<file path="config.mk">
export PLATFORM = sky130hd
export DESIGN_NAME = xc_sha3_unindex_flat
export DESIGN_NICKNAME = d
export VERILOG_FILES = /design/src/rtl/xc_sha3_unindex_if.sv /design/src/rtl/xc_sha3_unindex.sv /design/src/flat_wrapper.sv
export SDC_FILE = /design/constraint.sdc
export NUM_CORES = 1
export LEC_CHECK = 0
export BUFFER_PORTS_ARGS = -buffer_cell sky130_fd_sc_hd__buf_2
export CAP_MARGIN = 20
export CORE_MARGIN = 2
export CORE_UTILIZATION = 53
export DETAILED_ROUTE_END_ITERATION = 16
export PLACE_DENSITY = 0.81
export SYNTH_ARGS = -nofsm -noshare
export SYNTH_HDL_FRONTEND = slang
export SYNTH_SLANG_ARGS = --single-unit
</file>
<file path="constraint.sdc">
create_clock -name g_clk -period 5.9 [get_ports g_clk]
set_input_delay 0.59 -clock g_clk [delete_from_list [all_inputs] [get_ports g_clk]]
set_output_delay 0.59 -clock g_clk [all_outputs]
set_load 0.005 [all_outputs]
</file>
<file path="src/rtl/xc_sha3_unindex_if.sv">
// xc_sha3_unindex_if: request/response bundle for the sha3 lane un-indexing unit.
//   Request side : in_valid, in_ready, rs1[31:0], shamt[1:0], f_xy/f_x1/f_x2/f_x4/f_yx
//   Response side: out_valid, out_ready, result[31:0], err
// master = requester (drives the request, consumes the response); slave = the unit.
interface xc_sha3_unindex_if;
    logic        in_valid;
    logic        in_ready;
    logic [31:0] rs1;
    logic [1:0]  shamt;
    logic        f_xy;
    logic        f_x1;
    logic        f_x2;
    logic        f_x4;
    logic        f_yx;
    logic        out_valid;
    logic        out_ready;
    logic [31:0] result;
    logic        err;

    modport master (
        output in_valid, rs1, shamt, f_xy, f_x1, f_x2, f_x4, f_yx, out_ready,
        input  in_ready, out_valid, result, err
    );

    modport slave (
        input  in_valid, rs1, shamt, f_xy, f_x1, f_x2, f_x4, f_yx, out_ready,
        output in_ready, out_valid, result, err
    );
endinterface

</file>
<file path="src/rtl/xc_sha3_unindex.sv">
// xc_sha3_unindex: recovers sha3 lane coordinates (x, y) from a scaled lane address,
// inverting xy, x+1/x+2/x+4 or yx (rho/pi) indexing. idx = rs1 >> shamt is divided by 5
// with a subtract-5 loop (quotient Y', remainder X'), then mapped back to (x, y).
// Ports:
//   g_clk   : clock, rising edge
//   g_reset : asynchronous active-high reset
//   bus     : xc_sha3_unindex_if.slave
//             result = {21'b0, y[2:0], 5'b0, x[2:0]}; err flags a rejected request
//             (misaligned rs1, idx >= 25, or function select not one-hot).
module xc_sha3_unindex (
    input  logic                     g_clk,
    input  logic                     g_reset,
    xc_sha3_unindex_if.slave         bus
);

    typedef enum logic [1:0] {StIdle, StDiv, StMap, StDone} state_t;

    state_t      state;
    logic [2:0]  quo;
    logic [4:0]  rem;
    logic [4:0]  func;      // {xy, x1, x2, x4, yx}
    logic        bad;
    logic        valid_r;
    logic [31:0] result_r;
    logic        err_r;

    logic [31:0] idx;
    logic [31:0] low_mask;
    logic        req_bad;
    logic [4:0]  f_sel;

    logic [3:0]  x_sum;
    logic [5:0]  yx_lin;
    logic [5:0]  yx_sum;
    logic [2:0]  map_x;
    logic [2:0]  map_y;

    assign f_sel    = {bus.f_xy, bus.f_x1, bus.f_x2, bus.f_x4, bus.f_yx};
    assign idx      = bus.rs1 >> bus.shamt;
    assign low_mask = (32'd1 << bus.shamt) - 32'd1;
    assign req_bad  = ((bus.rs1 & low_mask) != 32'd0) || (idx >= 32'd25) || !$onehot(f_sel);

    assign bus.in_ready  = (state == StIdle) && !g_reset;
    assign bus.out_valid = valid_r;
    assign bus.result    = result_r;
    assign bus.err       = err_r;

    // Inverse mapping; only meaningful in StMap, where rem < 5 and quo < 5.
    always_comb begin
        x_sum  = 4'd0;
        yx_lin = 6'd0;
        yx_sum = 6'd0;
        map_x  = rem[2:0];
        map_y  = quo;
        case (1'b1)
            func[3]: x_sum = {1'b0, rem[2:0]} + 4'd4;   // x1: X' - 1 mod 5
            func[2]: x_sum = {1'b0, rem[2:0]} + 4'd3;   // x2: X' - 2 mod 5
            func[1]: x_sum = {1'b0, rem[2:0]} + 4'd1;   // x4: X' - 4 mod 5
            default: x_sum = 4'd0;
        endcase
        if (func[3] || func[2] || func[1]) begin
            map_x = (x_sum >= 4'd5) ? 3'(x_sum - 4'd5) : x_sum[2:0];
        end
        if (func[0]) begin
            // x = 3*(Y' + 2X') mod 5, at most 36 before the reduction
            yx_lin = {3'b000, quo} + {2'b00, rem[2:0], 1'b0};
            yx_sum = yx_lin + {yx_lin[4:0], 1'b0};
            map_x  = 3'(yx_sum % 6'd5);
            map_y  = rem[2:0];
        end
    end

    always_ff @(posedge g_clk or posedge g_reset) begin
        if (g_reset) begin
            state    <= StIdle;
            quo      <= 3'd0;
            rem      <= 5'd0;
            func     <= 5'd0;
            bad      <= 1'b0;
            valid_r  <= 1'b0;
            result_r <= 32'd0;
            err_r    <= 1'b0;
        end else begin
            case (state)
                StIdle: begin
                    if (bus.in_valid) begin
                        func <= f_sel;
                        quo  <= 3'd0;
                        rem  <= idx[4:0];
                        bad  <= req_bad;
                        // Rejected requests skip the divider and resolve through StMap.
                        state <= req_bad ? StMap : StDiv;
                    end
                end
                StDiv: begin
                    if (rem >= 5'd5) begin
                        rem <= rem - 5'd5;
                        quo <= quo + 3'd1;
                    end else begin
                        state <= StMap;
                    end
                end
                StMap: begin
                    valid_r <= 1'b1;
                    err_r   <= bad;
                    result_r <= bad ? 32'd0 : {21'd0, map_y, 5'd0, map_x};
                    state   <= StDone;
                end
                StDone: begin
                    if (bus.out_ready) begin
                        valid_r <= 1'b0;
                        state   <= StIdle;
                    end
                end
                default: state <= StIdle;
            endcase
        end
    end

endmodule

</file>
<file path="src/flat_wrapper.sv">
// flat-port wrapper written by rule: the top's interface ports become plain ports
module xc_sha3_unindex_flat 
  (g_clk, g_reset, bus_in_valid, bus_rs1, bus_shamt, bus_f_xy, bus_f_x1, bus_f_x2, bus_f_x4, bus_f_yx, bus_out_ready, bus_in_ready, bus_out_valid, bus_result, bus_err);
  xc_sha3_unindex_if bus_i ();
  input  logic g_clk;
  input  logic g_reset;
  input wire logic [$bits(bus_i.in_valid)-1:0] bus_in_valid;
  input wire logic [$bits(bus_i.rs1)-1:0] bus_rs1;
  input wire logic [$bits(bus_i.shamt)-1:0] bus_shamt;
  input wire logic [$bits(bus_i.f_xy)-1:0] bus_f_xy;
  input wire logic [$bits(bus_i.f_x1)-1:0] bus_f_x1;
  input wire logic [$bits(bus_i.f_x2)-1:0] bus_f_x2;
  input wire logic [$bits(bus_i.f_x4)-1:0] bus_f_x4;
  input wire logic [$bits(bus_i.f_yx)-1:0] bus_f_yx;
  input wire logic [$bits(bus_i.out_ready)-1:0] bus_out_ready;
  output wire logic [$bits(bus_i.in_ready)-1:0] bus_in_ready;
  output wire logic [$bits(bus_i.out_valid)-1:0] bus_out_valid;
  output wire logic [$bits(bus_i.result)-1:0] bus_result;
  output wire logic [$bits(bus_i.err)-1:0] bus_err;
  assign bus_i.in_valid = bus_in_valid;
  assign bus_i.rs1 = bus_rs1;
  assign bus_i.shamt = bus_shamt;
  assign bus_i.f_xy = bus_f_xy;
  assign bus_i.f_x1 = bus_f_x1;
  assign bus_i.f_x2 = bus_f_x2;
  assign bus_i.f_x4 = bus_f_x4;
  assign bus_i.f_yx = bus_f_yx;
  assign bus_i.out_ready = bus_out_ready;
  assign bus_in_ready = bus_i.in_ready;
  assign bus_out_valid = bus_i.out_valid;
  assign bus_result = bus_i.result;
  assign bus_err = bus_i.err;
  xc_sha3_unindex u_core (.g_clk(g_clk), .g_reset(g_reset), .bus(bus_i));
endmodule
</file>
Yosys cells after proc, flatten, opt, wreduce, memory -nomap -nowiden

Cells that the tools add are included.
Widths: inputs -> output; s select.

Bits of input ports: 43
Output and inout port bits: 35
Register bits: 49
Word-level logic and storage cells: 72

Divide/modulo/power cells: 1
Equality and inequality tests: 8
Shift operators: 2
Reduce and logical (&&, ||, !) cells: 15
Add/sub/neg operators: 13
Mux-type cells: 21
$lt $le $gt $ge: 3
Bitwise gates (word level): 1

Operators by type and width:

| cell                  | number |
|---|---|
| $and 32x32->32        | 1 |
| $ge 32x5->1 const B   | 1 |
| $reduce_bool 32->1    | 1 |
| $shl 1x2->32 const A  | 1 |
| $shr 32x2->32         | 1 |
| $sub 32x1->32 const B | 1 |
| $mux 3                | 6 |
| $mux 4                | 3 |
| $mux 11               | 1 |
| $mux 5                | 2 |
| $pmux 5 s2            | 1 |
| $mux 2                | 4 |
| $pmux 2 s4            | 1 |
| $add 6x6->6           | 1 |
| $mod 6x3->6 const B   | 1 |
| $ne 2x2->1 const B    | 3 |
| $pmux 3 s2            | 1 |
| $reduce_and 3->1      | 2 |
| $add 3x4->5           | 1 |
| $ge 5x3->1 const B    | 1 |
| $sub 5x3->5 const B   | 1 |
| $add 1x1->2           | 2 |
| $add 3x1->4 const B   | 1 |
| $add 3x2->4 const B   | 1 |
| 18 further kinds      | 25 |

Logic depth before layout (Yosys ltp)

Depth after elaboration: 9
Mapped depth: 18
Mapped depth without buffers: 16

Least setup slack after synthesis

Ideal clock, no wire load.

Path type: register to register
Start point: register u_core.rem[0]
End point: register u_core.result_r[0], in the netlist u_core.bus.result[0]
Arrival: 4.098 ns
Stages on the path, launching flop included: 16
Buffers on the path: 0
Setup time: 0.126 ns
Data required time: 5.774 ns
Clock period less this slack: 4.224 ns
Path slack: 1.676 ns
Cells stage by stage: dfrtp_1 > ha_1 > fa_1 > fa_1 > a211oi_4 > nor4_4 > nor3_1 > nand2b_1 > a211o_1 > and3_1 > nor3_2 > ha_1 > nand2b_1 > a21oi_1 > mux2i_1 > a221o_1

Word-level cells in the longest chain between the ends: 9
Elaborated cells between the ends (all ways): 15
Those cells by class: add/sub (6); div (1); order compare (1); mux (7)

Ends and longest elaborated chain:

| element                                             | RTL line               | RTL |
|---|---|---|
| start, declared                                     | xc_sha3_unindex.sv:20  | `logic [4:0] rem;` |
| start signal, assigned                              | xc_sha3_unindex.sv:89  | `rem <= idx[4:0];` |
| start signal, assigned                              | xc_sha3_unindex.sv:97  | `rem <= rem - 5'd5;` |
| branches (longest 7 deep; another with $add 6x6->6) | -                      |  |
| $mux 3 (*)                                          | xc_sha3_unindex.sv:64  | `if (func[0]) begin` |
| $mux 11 (*)                                         | xc_sha3_unindex.sv:106 | `result_r <= bad ? 32'd0 : {21'd0, map_y, 5'd0, map_x};` |
| end signal, assigned                                | xc_sha3_unindex.sv:106 |  |
| end, declared                                       | xc_sha3_unindex.sv:24  | `logic [31:0] result_r;` |

Every way passes the cells marked *.
A chain may end at the register's enable or synchronous reset.

Worst setup path in the final report

Same ends and word-level chain as after synthesis.

==> results.json <==
{
  "outcome": "complete, no violations",
  "hold_buffers": 0,
  "synth_cell_types": 61,
  "die_h_um": 74.91,
  "dieArea_sq_mm": 0.005612,
  "synth_top_area_cell": "dfrtp_1",
  "synth-seq-area-share_pct": 21.60,
  "path_cells": "ha_1 > fa_1 > fa_1 > a211oi_4 > nor4_4 > nor3_1 > nand2b_1 > a211o_1 > and3_1 > nor3_2 > ha_1 > nand2b_1 > a21oi_1 > mux2i_1 > a221o_1",
  "drc_errors": 0,
  "cts.repair.resized": 0,
  "syn-instance-count": 319,
  "clock.fmax_mhz": 216.3,
  "hold-worst-slack_ps": 492.5,
  "grt_pass1_wl_um": 8921,
  "initial_core_util_pct": 55.69,
  "finalPower_w": 0.002052,
  "ys_async_sr_fraction_pct": 100.0,
  "synth_top_cell_area_share_pct": 21.60,
  "dp_slack_ps": 1294,
  "slew-limit-headroom_pct": 41.99,
  "io_pins": 78,
  "routabilityCongestion": 0.9056,
  "row_count": 25,
  "min_path_cells": 1,
  "finalCritPeriodShare_pct": 78.35,
  "crit_family": "adder cells",
  "drive_gt1_share_pct": 20.44,
  "antenna_cells": 0,
  "io_buffer_count": 51,
  "antenna_found_initial": 0,
  "slowest_delay_ps": 530,
  "cts_buffer_depth": 2,
  "hold_viol_final": 0,
  "synth_top_family_by_area": "compound AO/OA/AOI/OAI gates",
  "cts_inserted_buffers": 3,
  "vdd_drop_max_v": 0.0003485,
  "setup_tns_ps": 0,
  "cts.sinks": 23,
  "path_depth": 15,
  "fin_nets": 432,
  "clk_pin_slew_worst_paths_ps": 80,
  "synth_area_leaders": "dfrtp_1, ha_1, buf_4",
  "antenna_left": 0,
  "fin_ws_ps": 1277,
  "cp_slowest_cell": "fa_1",
  "rsz0062_at_grt": "false",
  "critPathArrivalTime_ps": 4780,
  "first_pass_iters": 4,
  "ys.warnings.count": 0,
  "cts_setup_buffers": 0,
  "syn_area_per_cell_sq_um": 8.354,
  "leakagePower_nw": 1.403,
  "grt_pass1_vias": 2023,
  "muxShareOfSynthArea_pct": 9.014,
  "htreeDepth": 1,
  "overflow": 0,
  "utilization_pct": 60.37,
  "r2r_slack_ps": 1280,
  "maxCapViolCount": 0,
  "timing.critical_path.buf_inv": 0,
  "drt-wirelength-per-cell_um": 12.97,
  "drt-total-wl_um": 5562,
  "via_count": 2343,
  "hold_start": "u_core.bus.result[10]",
  "r2r_cells": 15,
  "synth_simple_gate_area_share_pct": 17.93,
  "hp-class": "register to register",
  "required_ps": 6060,
  "synth_compound_gate_area_share_pct": 22.54,
  "setup_viol_count_final": 0,
  "critical_path_class": "register to register",
  "cts_root_buf": "clkbuf_8",
  "fp.dieW_um": 74.91,
  "worstSetupStartpointType": "register",
  "r2r_start": "u_core.rem[0]",
  "path_max_fanout": 9,
  "clkLatencyLatePin_ps": 270,
  "drt_iter0_markers": 133,
  "slew_violations": 0,
  "cts_tree": "done",
  "grt_usage_pct": 19.97,
  "netlist_area_sq_mm": 0.002665,
  "skew_ps": 2.805,
  "synth-edff-count": 0,
  "viasPerCell": 5.462,
  "ys_ff_latch": 23,
  "r2r-end": "u_core.bus.result[0]",
  "hold_end": "u_core.bus.result[10]",
  "dpl.hpwl_um": 4568,
  "p_per_area_mw_per_mm2": 710.1,
  "core_area_sq_mm": 0.004786,
  "tightestPinTransition_ps": 869.1,
  "layout_min_cycle_time_ps": 4623,
  "crit_path_end_kind": "register",
  "syn_to_final_growth_pct": 8.404,
  "grt_max_degree": 24,
  "synth-xor-area-share_pct": 2.254,
  "synthAdderAreaFrac_pct": 13.33,
  "synth-main-ff-cell": "dfrtp_1"
}
-- through the flow --
step,cells,area [sq um]
floorplan,344,2759
global placement,425,2840
detailed placement,425,2840
CTS,429,2889
global route,429,2889
finish,429,2889
-- power by group --
| part | switching (W) | internal (W) |
|---|---|---|
| Combinational | 0.000915 | 0.000703 |
| Sequential | 0.000105 | 0.000228 |
| Clock | 0.0000529 | 0.0000478 |
-- area by class of cell --
cell class	count	area (sq um)
repair buffers	51	255.2
well taps	67	83.83
clock buffers	3	41.29
fillers	432	1897
flip-flops and latches	23	575.6
inverters	25	93.84
clock inverters	1	7.507
multi-input cells	259	1832
-- layout by cell type, fill, tap and decap left out, drive strengths merged, types with 2 or more instances in the layout --
cell type / synthesis / routed
nor2b: 3 / 3
o22ai: 5 / 5
a21oi: 28 / 28
a2bb2oi: 2 / 2
dfrtp: 23 / 23
nor4: 6 / 6
nand3: 9 / 9
nand4: 3 / 3
a31oi: 2 / 2
nand2: 21 / 21
a211o: 4 / 4
o21ai: 16 / 16
clkbuf: 4 / 3
fa: 4 / 4
xor2: 2 / 2
inv: 25 / 25
ha: 22 / 22
o2bb2ai: 5 / 5
mux2: 8 / 8
xnor2: 4 / 4
a211oi: 9 / 9
nor2: 20 / 20
a221oi: 2 / 2
mux2i: 15 / 15
and3: 3 / 3
a21o: 2 / 2
conb: 1 / 26
buf: 32 / 51
nor3: 9 / 9
a22oi: 3 / 3
nand2b: 9 / 9
-- layer usage --
| metal | track usage [%] | wire length [um] | share of wire, % | vias to the layer above |
|---|---|---|---|---|
| met4 | 2.579 | 25 | 0.45 | 0 |
| met3 | 3.614 | 246 | 4.4 | 5 |
| met2 | 34.99 | 2771 | 50 | 56 |
| li1 | - | - | - | 1183 |
| met1 | 26.45 | 2519 | 45 | 1099 |
| met5 | 0 | 0 | 0 | - |
-- cells by family (layout without fill, tap and decap cells) --
| family | after synthesis | count (layout) |
|---|---|---|
| AND/OR/NAND/NOR | 90 | 90 |
| multiplexers | 23 | 23 |
| adder cells (fa/ha/maj) | 26 | 26 |
| other | 1 | 26 |
| AO/OA/AOI/OAI | 88 | 88 |
| flip-flops | 23 | 23 |
| buffers and inverters | 62 | 80 |
| XOR/XNOR | 6 | 6 |
-- cell usage after synthesis (7+ instances only) --
cell type  instances
buf_4             27
dfrtp_1           23
a21oi_1           28
ha_1              22
mux2_2             8
nand2b_1           9
nor2_1            20
a211oi_1           7
nand2_1           21
mux2i_1           15
nand3_1            8
inv_1             25
nor3_1             8
o21ai_0           15
-- registers in the layout, summed over array words and instances (netlist names) --
signal	count
u_core.rem	5
u_core.bad	1
u_core.quo	3
u_core.bus.result	6
u_core.bus.out_valid	1
u_core.func	4
u_core.state	2
u_core.bus.err	1
-- how the worst max path moves through the flow --
stage | from | end | slack, ps
2_1_floorplan | u_core.rem[0] | u_core.bus.result[0] | 1680
3_3_place_gp | u_core.rem[0] | u_core.bus.result[0] | 1500
3_5_place_dp | u_core.rem[0] | u_core.bus.result[0] | 1290
4_1_cts | u_core.rem[0] | u_core.bus.result[0] | 1290
5_1_grt | u_core.rem[0] | u_core.bus.result[0] | 980
6_report | u_core.rem[0] | u_core.bus.result[0] | 1280
No activity file was read; power rests on OpenSTA's default activity.
